===== src/rtl/irq_pending_ctrl_if.sv =====
// Request/grant bundle for irq_pending_ctrl.
// master: request source, mask writer and grant consumer.
// slave:  the pending controller.
// Signals: req_in, mask_wr, mask_data, out_ready, ovf_clr go master->slave;
// out_valid, out_index, pending_o, mask_o, overflow_o go slave->master.
interface irq_pending_ctrl_if #(
  parameter int N     = 8,
  parameter int IDX_W = 3
);
  logic [N-1:0]     req_in;
  logic             mask_wr;
  logic [N-1:0]     mask_data;
  logic             out_ready;
  logic             ovf_clr;
  logic             out_valid;
  logic [IDX_W-1:0] out_index;
  logic [N-1:0]     pending_o;
  logic [N-1:0]     mask_o;
  logic             overflow_o;

  modport master (
    output req_in, mask_wr, mask_data, out_ready, ovf_clr,
    input  out_valid, out_index, pending_o, mask_o, overflow_o
  );

  modport slave (
    input  req_in, mask_wr, mask_data, out_ready, ovf_clr,
    output out_valid, out_index, pending_o, mask_o, overflow_o
  );
endinterface


===== src/rtl/irq_pending_ctrl.sv =====
// Request-capture stage ahead of the priority encoder.
// Rising edges on req_in latch into a pending register. The highest-index
// pending line that is not masked is granted on a valid/ready port, and its
// pending bit is cleared on handshake. A sticky overflow flags an edge that
// arrived on a line that was already pending.
// Ports: clk, rst_n (synchronous, active-low), bus (irq_pending_ctrl_if.slave).
// Only 2**IDX_W == N is supported.
//
// state   | meaning
// IDLE    | no grant offered; looking for an unmasked pending line
// PRESENT | out_index offered with out_valid=1, held until out_ready
module irq_pending_ctrl #(
  parameter int N     = 8,
  parameter int IDX_W = 3
) (
  input  logic clk,
  input  logic rst_n,
  irq_pending_ctrl_if.slave bus
);

  typedef enum logic {IDLE, PRESENT} state_t;

  state_t           state;
  logic [N-1:0]     req_prev;
  logic [N-1:0]     pending;
  logic [N-1:0]     mask;
  logic             out_valid;
  logic [IDX_W-1:0] out_index;
  logic             overflow;

  logic [N-1:0]     rise;
  logic [N-1:0]     clr_vec;
  logic [N-1:0]     eligible;
  logic [IDX_W-1:0] sel;

  assign rise     = bus.req_in & ~req_prev;
  assign clr_vec  = (out_valid && bus.out_ready) ? (N'(1) << out_index) : '0;
  assign eligible = pending & ~mask;

  // Ascending scan so the highest set index is the one left in sel.
  always_comb begin
    sel = '0;
    for (int i = 0; i < N; i++) begin
      if (eligible[i]) sel = IDX_W'(i);
    end
  end

  always_ff @(posedge clk) begin
    // Sampled in reset too, so lines held high through reset give no edge.
    req_prev <= bus.req_in;
    if (!rst_n) begin
      pending   <= '0;
      mask      <= '0;
      out_valid <= 1'b0;
      out_index <= '0;
      overflow  <= 1'b0;
      state     <= IDLE;
    end else begin
      // A rise on the bit being served re-arms it rather than overflowing.
      pending <= (pending & ~clr_vec) | rise;
      if (bus.mask_wr) mask <= bus.mask_data;

      if (|(rise & pending & ~clr_vec)) overflow <= 1'b1;
      else if (bus.ovf_clr)             overflow <= 1'b0;

      case (state)
        IDLE: begin
          if (|eligible) begin
            out_index <= sel;
            out_valid <= 1'b1;
            state     <= PRESENT;
          end
        end
        PRESENT: begin
          // No preemption and no withdrawal: only the handshake ends a grant.
          if (bus.out_ready) begin
            out_valid <= 1'b0;
            state     <= IDLE;
          end
        end
        default: begin
          out_valid <= 1'b0;
          state     <= IDLE;
        end
      endcase
    end
  end

  assign bus.out_valid  = out_valid;
  assign bus.out_index  = out_index;
  assign bus.pending_o  = pending;
  assign bus.mask_o     = mask;
  assign bus.overflow_o = overflow;

endmodule


===== src/flat_wrapper.sv =====
// flat-port wrapper written by rule: the top's interface ports become plain ports
module irq_pending_ctrl_flat 
#(
  parameter int N     = 8,
  parameter int IDX_W = 3
)
  (clk, rst_n, bus_req_in, bus_mask_wr, bus_mask_data, bus_out_ready, bus_ovf_clr, bus_out_valid, bus_out_index, bus_pending_o, bus_mask_o, bus_overflow_o);
  irq_pending_ctrl_if #(.N(N), .IDX_W(IDX_W)) bus_i ();
  input  logic clk;
  input  logic rst_n;
  input wire logic [$bits(bus_i.req_in)-1:0] bus_req_in;
  input wire logic [$bits(bus_i.mask_wr)-1:0] bus_mask_wr;
  input wire logic [$bits(bus_i.mask_data)-1:0] bus_mask_data;
  input wire logic [$bits(bus_i.out_ready)-1:0] bus_out_ready;
  input wire logic [$bits(bus_i.ovf_clr)-1:0] bus_ovf_clr;
  output wire logic [$bits(bus_i.out_valid)-1:0] bus_out_valid;
  output wire logic [$bits(bus_i.out_index)-1:0] bus_out_index;
  output wire logic [$bits(bus_i.pending_o)-1:0] bus_pending_o;
  output wire logic [$bits(bus_i.mask_o)-1:0] bus_mask_o;
  output wire logic [$bits(bus_i.overflow_o)-1:0] bus_overflow_o;
  assign bus_i.req_in = bus_req_in;
  assign bus_i.mask_wr = bus_mask_wr;
  assign bus_i.mask_data = bus_mask_data;
  assign bus_i.out_ready = bus_out_ready;
  assign bus_i.ovf_clr = bus_ovf_clr;
  assign bus_out_valid = bus_i.out_valid;
  assign bus_out_index = bus_i.out_index;
  assign bus_pending_o = bus_i.pending_o;
  assign bus_mask_o = bus_i.mask_o;
  assign bus_overflow_o = bus_i.overflow_o;
  irq_pending_ctrl #(.N(N), .IDX_W(IDX_W)) u_core (.clk(clk), .rst_n(rst_n), .bus(bus_i));
endmodule

===== config.mk =====
export PLATFORM = sky130hd
export DESIGN_NAME = irq_pending_ctrl_flat
export DESIGN_NICKNAME = d
export VERILOG_FILES = /design/src/rtl/irq_pending_ctrl_if.sv /design/src/rtl/irq_pending_ctrl.sv /design/src/flat_wrapper.sv
export SDC_FILE = /design/constraint.sdc
export NUM_CORES = 1
export LEC_CHECK = 0
export ABC_AREA = 1
export BUFFER_PORTS_ARGS = -buffer_cell sky130_fd_sc_hd__buf_2
export CORE_ASPECT_RATIO = 1.25
export CORE_MARGIN = 3
export CORE_UTILIZATION = 44
export DETAILED_ROUTE_END_ITERATION = 16
export PLACE_DENSITY = 0.74
export SYNTH_ARGS = -nofsm -noshare
export SYNTH_HDL_FRONTEND = slang
export SYNTH_SLANG_ARGS = --single-unit

===== constraint.sdc =====
create_clock -name clk -period 0.9 [get_ports clk]
set_input_delay 0.045 -clock clk [delete_from_list [all_inputs] [get_ports clk]]
set_output_delay 0.045 -clock clk [all_outputs]
set_load 0.02 [all_outputs]

==> results.md <==
- Outcome: complete, but fails checks
- Violated checks: negative setup slack
- Number of rows in the core area: 21
- Max-cap violations: 0
- Number of sinks handled by clock tree synthesis: 30
- Number of buffers created by CTS: 5
- Wire length per cell: 11.7 um
- Count of distinct cell types in the synthesized netlist: 18
- Vias in the first global route: 1,387
- Die area: 3550 um2
- RSZ-0062 raised after global routing: true
- Initial cell density of the core: 46.6%
- Average cell area after synthesis: 7.00 um2
- Required time of the worst setup path: 1.13 ns
- Ratio of cells with drive above 1 in the final layout: 50.9%
- Number of synthesized register bits: 30
- Die X: 53.9 um
- Area of the core: 2710 um2
- FF-to-FF Start: u_core.bus.out_index[1]
- Syn. warnings: 0
- Worst hold path type: primary input to flip-flop
- H-tree levels: 2
- Pwr dens: 1520 nW/um2
- Slew at the pin with the worst max-slew slack: 0.384 ns
- FF-to-FF path depth: 7
- Final net count: 287
- Leakage power: 1.04 nW
- WL final: 3.53 mm
- Maximum clock frequency: 917 MHz
- Global-route total usage across every layer: 22.7%
- RD Place Congestion: 0.830
- Startpoint of the lowest-slack hold path: bus_mask_data[6]
- Cell area after synthesis: 1260 um2
- DRC errors left: 0
- Initial antenna violation count: 0
- DR vias/cell: 4.62
- Area growth from synthesis to layout: 70.0%
- Worst IR drop on VDD: 1.36 mV
- Worst Hold Path Cells: 3
- Design Area, Final: 2140 um2
- Final worst-path setup slack: -0.190 ns
- Total I/O pin count: 42
- Hold Path Sink: u_core.bus.mask_o[6]
- Final Max Tran Viols: 0
- Count of endpoints failing setup in the final report: 28
- Endpoint class of the critical path: flip-flop
- Overall die height: 65.8 um
- Arrival time of data at the critical path endpoint: 1.32 ns
- Count of vias placed by the detailed router: 1,390
- Max transition margin: 74.4%
- Post-route fraction of the period consumed by the critical path: 121%
- # diodes: 0
- Final HPWL DP: 2.38 mm
- Final critical-path required period: 1.09 ns
- Number of instances in the synthesized netlist: 180
- Share of the core filled with cells in the final layout: 79.1%
- Synth Net Count: 201
- TritonCTS clock tree: built
- Hold slack final: 0.000358 ns
- Category of the worst setup path launch point: flip-flop
- Initial detailed-routing violation count: 22
- Worst setup slack for register-to-register paths: -0.19 ns
- Largest net degree at the start of global routing: 17
- Library cell used as clock root buffer: sky130_fd_sc_hd__clkbuf_4
- Cell area after placement: 1750 um2
- Reg-to-reg critical path endpoint: u_core.bus.overflow_o
- Register clock-pin slew on the reported worst setup and hold paths: 0.09 ns
- Count of antenna-violating nets left after detailed routing: 0
- Maximum root-to-sink buffer count: 2
- Dpl ws: -0.180 ns
- IO Port Bufs: 41
- Latest clock arrival within the worst-skew pair: 0.33 ns
- First-pass GRT wire length: 5.70 mm
- Type of the worst setup path: flip-flop to flip-flop
- Proportion of synthesized chip area in sequential cells: 47.7%
- Post-route clock skew: 0.00778 ns
- Remaining Overflow, GRT: 0
- Hold Vio Cnt, Final: 0
- Pre-antenna DRT Iters: 4
- Crit path max fanout: 6
stage by stage:
stage | total power [mW] | instances | TNS [ns]
after floorplan | 1.97 | 180 | -0.671
final | 3.26 | 301 | -2.12
after detailed placement | 2.28 | 275 | -1.09
after CTS | 3.19 | 297 | -1.96
after global placement | 2.26 | 275 | -0.980
after global routing | 3.43 | 301 | -3.49
synth_stat cells:
| cell type | number | share of area (%) |
|---|---|---|
| sky130_fd_sc_hd__buf_2 | 1 | 0.40 |
| sky130_fd_sc_hd__o21ai_0 | 9 | 3.6 |
| sky130_fd_sc_hd__a22oi_1 | 1 | 0.60 |
| sky130_fd_sc_hd__inv_2 | 1 | 0.30 |
| sky130_fd_sc_hd__nor2_4 | 1 | 0.89 |
| sky130_fd_sc_hd__a21boi_0 | 1 | 0.60 |
| sky130_fd_sc_hd__clkbuf_2 | 1 | 0.40 |
| sky130_fd_sc_hd__nand2_2 | 7 | 3.5 |
| sky130_fd_sc_hd__nor2_1 | 19 | 5.7 |
| sky130_fd_sc_hd__o211ai_1 | 1 | 0.60 |
| sky130_fd_sc_hd__inv_1 | 31 | 9.2 |
| sky130_fd_sc_hd__nand3_1 | 6 | 2.4 |
| sky130_fd_sc_hd__a21oi_2 | 2 | 1.4 |
| sky130_fd_sc_hd__dfxtp_1 | 30 | 48 |
| sky130_fd_sc_hd__a21oi_1 | 17 | 6.8 |
| sky130_fd_sc_hd__nand2_1 | 48 | 14 |
| sky130_fd_sc_hd__nor2_2 | 3 | 1.5 |
| sky130_fd_sc_hd__clkbuf_1 | 1 | 0.30 |
per-layer routing:
| metal | vias up | track usage [%] | wire length (um) |
|---|---|---|---|
| met4 | 0 | 13.7 | 111 |
| met2 | 39 | 40.5 | 1910 |
| li1 | 725 | - | - |
| met3 | 12 | 5.42 | 132 |
| met1 | 614 | 22.8 | 1370 |
| met5 | - | 0 | 0 |
worst max-delay path by stage:
stage / startpoint / to / slack (ns)
after global routing: u_core.bus.out_index[1] / u_core.bus.overflow_o / -0.29
after detailed placement: u_core.bus.out_index[2] / u_core.bus.overflow_o / -0.18
final: u_core.bus.out_index[1] / u_core.bus.overflow_o / -0.19
after CTS: u_core.bus.out_index[2] / u_core.bus.overflow_o / -0.16
after floorplan: u_core.bus.out_index[0] / u_core.bus.overflow_o / -0.12
after global placement: u_core.bus.out_index[2] / u_core.bus.overflow_o / -0.17
cells by family (layout without fill, tap and decap cells):
kind of cell | Yosys count | count (layout) | share of synthesized area, %
AND/OR/NAND/NOR | 84 | 84 | 28.2
buffers and inverters | 35 | 122 | 10.6
AO/OA/AOI/OAI | 31 | 31 | 13.5
flip-flops | 30 | 30 | 47.7
timing repair:
action	4_1_cts	5_1_grt
resized for setup	40	24
hold buffers	12	0
endpoints found under the setup margin	29	32
hold endpoints to repair	17	0
pin swaps	5	6
buffers inserted	2	5
worst max-delay path: stages, from the launching register on:
cell and delay, ns:
sky130_fd_sc_hd__dfxtp_4 0.40, sky130_fd_sc_hd__inv_1 0.05, sky130_fd_sc_hd__nor2_1 0.15, sky130_fd_sc_hd__nand2_1 0.11
sky130_fd_sc_hd__nand2_1 0.07, sky130_fd_sc_hd__nand3_1 0.07, sky130_fd_sc_hd__nor2_1 0.09, sky130_fd_sc_hd__a21oi_1 0.06
sequential cells by signal, indices dropped and copies added, names as in the netlist:
signal	flops
u_core.bus.mask_o	8
u_core.bus.out_valid	1
u_core.bus.out_index	3
u_core.bus.pending_o	8
u_core.req_prev	8
u_core.state	1
u_core.bus.overflow_o	1
area by class of cell:
type                       count  area [um2]
sequential                    30         656
inverter                      32         123
tap                           34        42.5
timing repair buffer          82         683
fill                         202         564
multi-input combinational    115         589
clock buffer                   8        48.8
placed cells by master (no fill, tap or decap), types with 3 or more instances in the layout:
| master | Yosys | layout |
|---|---|---|
| sky130_fd_sc_hd__dfxtp_4 | 0 | 12 |
| sky130_fd_sc_hd__inv_1 | 31 | 22 |
| sky130_fd_sc_hd__nor2_2 | 3 | 4 |
| sky130_fd_sc_hd__inv_2 | 1 | 9 |
| sky130_fd_sc_hd__clkbuf_4 | 0 | 5 |
| sky130_fd_sc_hd__buf_6 | 0 | 22 |
| sky130_fd_sc_hd__nand3_1 | 6 | 6 |
| sky130_fd_sc_hd__buf_4 | 0 | 24 |
| sky130_fd_sc_hd__dfxtp_2 | 0 | 8 |
| sky130_fd_sc_hd__clkbuf_1 | 1 | 3 |
| sky130_fd_sc_hd__a21oi_1 | 17 | 14 |
| sky130_fd_sc_hd__nor2_1 | 19 | 17 |
| sky130_fd_sc_hd__a21oi_2 | 2 | 5 |
| sky130_fd_sc_hd__nand2_2 | 7 | 18 |
| sky130_fd_sc_hd__o21ai_0 | 9 | 9 |
| sky130_fd_sc_hd__nand2_1 | 48 | 35 |
| sky130_fd_sc_hd__dfxtp_1 | 30 | 10 |
| sky130_fd_sc_hd__dlygate4sd3_1 | 0 | 12 |
| sky130_fd_sc_hd__buf_2 | 1 | 23 |
power by group:
part           total, mW  switching, mW  internal, mW
combinational      0.951          0.466         0.484
sequential          1.55          0.105          1.44
clock              0.758          0.448         0.311
Power figures use the tool's default switching activity.
